[src/rtl/pc_fetch_unit.sv]
// pc_fetch_unit: program counter and fetch sequencer.
// Reset vector, delay-slot redirect, halt at address zero, fault.
module pc_fetch_unit #(
  parameter logic [31:0] RESET_VECTOR = 32'hBFC00000,
  parameter logic [31:0] HALT_ADDRESS = 32'h00000000
) (
  input  logic        clk,
  input  logic        reset,
  input  logic        clk_enable,
  input  logic        stall,
  input  logic        branch_req,
  input  logic [31:0] branch_target,
  output logic [31:0] instr_address,
  output logic [31:0] pc_plus8,
  output logic        in_delay_slot,
  output logic        active,
  output logic        fetch_fault,
  output logic [31:0] instr_count
);

  typedef enum logic [1:0] {
    ST_RUN    = 2'd0,
    ST_SLOT   = 2'd1,
    ST_HALTED = 2'd2,
    ST_FAULT  = 2'd3
  } state_t;

  state_t      state_q;
  state_t      state_d;
  logic [31:0] pc_q;
  logic [31:0] pc_d;
  logic [31:0] pend_q;
  logic [31:0] pend_d;
  logic [31:0] cnt_q;
  logic [31:0] cnt_d;

  logic        live;
  logic        advance;
  logic [31:0] seq_pc;
  logic        seq_halts;
  logic        pend_misaligned;
  logic        pend_halts;

  // Advance qualifier and redirect/halt predicates.
  always_comb begin
    live            = (state_q == ST_RUN) ||
                      (state_q == ST_SLOT);
    advance         = clk_enable & ~stall & live;
    seq_pc          = pc_q + 32'd4;
    seq_halts       = (seq_pc == HALT_ADDRESS);
    pend_misaligned = (pend_q[1:0] != 2'b00);
    pend_halts      = (pend_q == HALT_ADDRESS);
  end

  // State register.
  always_ff @(posedge clk or posedge reset) begin
    if (reset) begin
      state_q <= ST_RUN;
    end else begin
      state_q <= state_d;
    end
  end

  // Next-state: a branch opens one delay slot; halt and
  // fault are terminal until reset.
  always_comb begin
    state_d = state_q;
    if (advance) begin
      unique case (state_q)
        ST_RUN: begin
          if (branch_req) begin
            state_d = ST_SLOT;
          end else if (seq_halts) begin
            state_d = ST_HALTED;
          end
        end
        ST_SLOT: begin
          if (pend_misaligned) begin
            state_d = ST_FAULT;
          end else if (pend_halts) begin
            state_d = ST_HALTED;
          end else begin
            state_d = ST_RUN;
          end
        end
        default: begin
          state_d = state_q;
        end
      endcase
    end
  end

  // Datapath next values: PC, pending target, retire count.
  // A branch seen inside a slot is deliberately not captured.
  always_comb begin
    pc_d   = pc_q;
    pend_d = pend_q;
    cnt_d  = cnt_q;
    if (advance) begin
      cnt_d = cnt_q + 32'd1;
      if (state_q == ST_RUN) begin
        pc_d = seq_pc;
        if (branch_req) begin
          pend_d = branch_target;
        end
      end else if (!pend_misaligned) begin
        pc_d = pend_q;
      end
    end
  end

  // Datapath registers; reset drops any pending redirect.
  always_ff @(posedge clk or posedge reset) begin
    if (reset) begin
      pc_q   <= RESET_VECTOR;
      pend_q <= 32'd0;
      cnt_q  <= 32'd0;
    end else begin
      pc_q   <= pc_d;
      pend_q <= pend_d;
      cnt_q  <= cnt_d;
    end
  end

  // Outputs are taken from registers only.
  always_comb begin
    instr_address = pc_q;
    pc_plus8      = pc_q + 32'd8;
    in_delay_slot = (state_q == ST_SLOT);
    active        = live;
    fetch_fault   = (state_q == ST_FAULT);
    instr_count   = cnt_q;
  end

endmodule

[config.mk]
export PLATFORM = sky130hd
export DESIGN_NAME = pc_fetch_unit
export DESIGN_NICKNAME = d
export VERILOG_FILES = /design/src/rtl/pc_fetch_unit.sv
export SDC_FILE = /design/constraint.sdc
export NUM_CORES = 1
export LEC_CHECK = 0
export CORE_ASPECT_RATIO = 0.5
export CORE_MARGIN = 8
export CORE_UTILIZATION = 35
export CTS_CLUSTER_SIZE = 8
export DETAILED_ROUTE_END_ITERATION = 8
export PLACE_DENSITY_LB_ADDON = 0.05
export SETUP_SLACK_MARGIN = 0.3
export SLEW_MARGIN = 10
export SYNTH_ARGS = -nofsm -noshare
export SYNTH_HDL_FRONTEND = slang
export SYNTH_SLANG_ARGS = --single-unit
[constraint.sdc]
create_clock -name clk -period 7.9 [get_ports clk]
set_clock_uncertainty 0.2 [all_clocks]
set_input_delay 1.58 -clock clk [delete_from_list [all_inputs] [get_ports clk]]
set_output_delay 1.58 -clock clk [all_outputs]
set_load 0.02 [all_outputs]
==> impl_results.md <==
- Status: finished, final reports clean
- RR Startpoint: instr_address[2]
- WHS Endpoint: instr_count[31]
- Relative slew slack: about 32%
- Antenna Nets Post-Route: 0
- Sequential cell area fraction in the yosys report: a little over two fifths
- Max Cap Viol: 0
- Clock Path Buffers: 2
- Gp weighted congestion: around 0.88
- Layout cell share with drive strength beyond 1: between 10 and 15%
- I/O pins: 136
- Max-slew violation count: 0
- Final hold vios: 0
- Synth async-reset ratio: between 90% and 100%
- Reg2reg end: state_q[1]
- Number of synthesized flops with an enable pin: 0
- Crit path DAT: roughly 3.5 ns
- Worst Setup End Kind: output pin
- Chip Width: slightly below 200 um
- Worst hold slack: about 0.28 ns
- Crit Path Class: reg -> out
- Worst Path Required: just over 6 ns
- #FFs+latches synth: a little under 100
- Hold depth: 1
- Cell Pwr Density: 330.2 nW/um2
- DR DRC count: 0
- Worst-Skew Late Latency: about 0.34 ns
- Netlist cell types: 52
- Core outline area: 15570 um2
- CTS buffer count: 9
- Final net count: ~750
- Clock slew seen by the registers of the worst setup and hold paths: around 0.08 ns
- Final setup fails: 0
- Die H: ~110 um
- Tcrit/Tclk final: between 60% and 70%
- Leakage: roughly 2.9 nW
- Min-delay src: instr_count[31]
- Post-synthesis cell count: about 610
- Slowest-stage cell, CP: dfrtp_1
- Pin count of the biggest net entering global routing: 76
- Fin crit period: about 5.3 ns
- Total die area: 20660 um2
- Root buf cell: clkbuf_16
- CTS tree: done
- Peak supply drop: between 0.1 and 0.15 mV
- Worst reg2reg setup slack: between 4 and 5 ns
- CTS H-tree lvls: 3
- Synth Flop Type: dfrtp_1
- Maximum clock rate: roughly 190 MHz
- Remaining Overflow, GRT: 0
- Dpl cells: 906
- IO Port Bufs: 135
- Gr usage total: 17.60%
- Mapped Area: 5633 um2
- Clock Sinks: 98
- Unrepaired setup endpoints after global routing: false
- Yosys Warn Count: 0
- Worst Setup Start Kind: flip-flop
- Detailed placer's ending HPWL: roughly 13 mm
- DRT iter0 DRCs: 403
- Post-CTS Resized: 0
- Vias: between 4000 and 5000
- Place WS: between 3 and 4 ns
- Initial core utilization: around 36%
- Antenna violations before repair: 3
- Hold-fix buffers at CTS: 0
- Pre-Repair DR Iteration Count: 5
- FP Rows: 32
- Layout fillers: ~1500
- Syn_nets: around 650
- CP max FO: 13
- Via density: 5.329
- Mapped Avg Cell Area: 9.265 um2
- Diode count: 0
- Post-Layout Cell Count: just over 900
- Setup tns final: 0 ns
- R2R cell count: 8
- First-pass GRT wire length: about 29 mm
- CP max stage delay: around 0.65 ns
- Worst-Margin Slew: around 1 ns
- Cell Chain, Critical Path: nand4_1 > nor3_2 > nand3_1 > nor3_1 > nand2_1 > nor2_1 > xor2_1 > clkdlybuf4s50_1
- Routed len/inst: between 15 and 20 um
- Hold Crit Class: reg -> reg
- Area Overhead vs Synth: 30.85%
- Final WS setup: about 2.6 ns
- Vias in the first global route: 4984
- Post-CTS Setup Bufs: 0
- Final wirelength: ~18 mm
## critical path, delay by kind of cell, from the launching register on
family                 cells  cell delay (ns)
buffers and inverters      1             0.62
XOR/XNOR                   1             0.16
flip-flops                 1             0.65
AND/OR/NAND/NOR            6             1.73
## cells in the final DEF, fill, tap and decap left out, drive strengths merged, types with 5 or more instances in the layout
| cell type | n |
|---|---|
| nand2 | 63 |
| xnor2 | 48 |
| or3 | 6 |
| nor3 | 13 |
| dfstp | 9 |
| and3 | 6 |
| xor2 | 25 |
| buf | 6 |
| dfrtp | 89 |
| mux2 | 33 |
| nand3 | 36 |
| o21ai | 32 |
| inv | 13 |
| a21oi | 38 |
| nand4 | 30 |
| clkbuf | 10 |
| and2 | 5 |
| clkdlybuf4s50 | 135 |
| o22ai | 7 |
| nor2 | 58 |
| nor4 | 18 |
## routing by layer
metal | vias to the layer above | GRT usage (%) | wire [um]
met5 | - | 0 | 41
met4 | 6 | 3.066 | 94
met3 | 13 | 6.379 | 1261
met2 | 132 | 25.57 | 7796
met1 | 2412 | 24.87 | 8976
li1 | 2350 | - | -
## cell families after synthesis
group,after synthesis,share of synthesized area (%)
mux,34,6.775
fa+ha+maj,3,0.6664
simple gates,249,23.30
flops,98,43.74
compound gates,96,9.640
xor+xnor,73,11.35
buf+inv,55,4.531
## worst max-delay path by stage
stage / start / cells after the start / slack, ns / endpoint
floorplan: reset / 1 / 3.57 / instr_address[0]
global placement: instr_address[5] / 8 / 3.14 / pc_plus8[31]
detailed placement: instr_address[5] / 8 / 3.02 / pc_plus8[31]
CTS: instr_address[5] / 8 / 2.60 / pc_plus8[31]
global route: instr_address[5] / 8 / 2.37 / pc_plus8[31]
finish: instr_address[5] / 8 / 2.62 / pc_plus8[31]
## synth_stat cells (2+ instances only)
| cell | n | area, um2 |
|---|---|---|
| nand4_1 | 28 | 175.2 |
| xor2_1 | 25 | 219.0 |
| o31ai_1 | 2 | 15.01 |
| and4_1 | 4 | 35.03 |
| inv_1 | 8 | 30.03 |
| a31oi_1 | 4 | 25.02 |
| a22oi_1 | 4 | 30.03 |
| buf_1 | 4 | 15.01 |
| or2_1 | 2 | 12.51 |
| nand2_1 | 63 | 236.5 |
| a21oi_1 | 38 | 190.2 |
| o22ai_1 | 7 | 43.79 |
| nor2_1 | 57 | 214.0 |
| or3_4 | 2 | 22.52 |
| o21ai_0 | 32 | 160.2 |
| or3_1 | 4 | 25.02 |
| and2_1 | 5 | 31.28 |
| nor3_2 | 2 | 20.02 |
| nor4_1 | 15 | 93.84 |
| nor4_4 | 2 | 42.54 |
| buf_4 | 8 | 60.06 |
| ha_1 | 3 | 37.54 |
| dfstp_2 | 9 | 236.5 |
| nand2b_1 | 4 | 25.02 |
| dfrtp_1 | 89 | 2227 |
| xnor2_1 | 48 | 420.4 |
| clkbuf_1 | 25 | 93.84 |
| and3_1 | 6 | 37.54 |
| buf_2 | 9 | 45.04 |
| nor3_1 | 11 | 55.05 |
| mux2_2 | 33 | 371.6 |
| nand3_1 | 35 | 175.2 |
## layout make-up
class                           count  area [um2]  area share [%]
Multi-Input combinational cell    455        2917           39.57
Sequential cell                    98        2464           33.42
Timing Repair Buffer              141        1396           18.94
Tap cell                          204       255.2           3.463
Clock buffer                       10       239.0           3.242
Clock inverter                      6       67.56          0.9167
Inverter                            8       32.53          0.4414
## per-stage QoR
stage	power [mW]	utilization (%)	area (um2)
after floorplan	1.496	-	5633
after global placement	1.981	45.36	7064
after detailed placement	1.991	45.36	7064
after CTS	2.457	47.32	7371
after global routing	2.587	47.32	7371
final	2.434	47.32	7371
## state kept, by name, summed over array words and instances, names as in the netlist
name           flops
instr_count       32
state_q            2
pend_q            32
instr_address     32
## where the power goes
part           internal, mW  switching (mW)  total [mW]
Clock                 0.234           0.220       0.454
Combinational         0.500           0.515        1.01
Sequential            0.654           0.311       0.965
Total                  1.39            1.04        2.43
(Power assumes the default switching activity.)
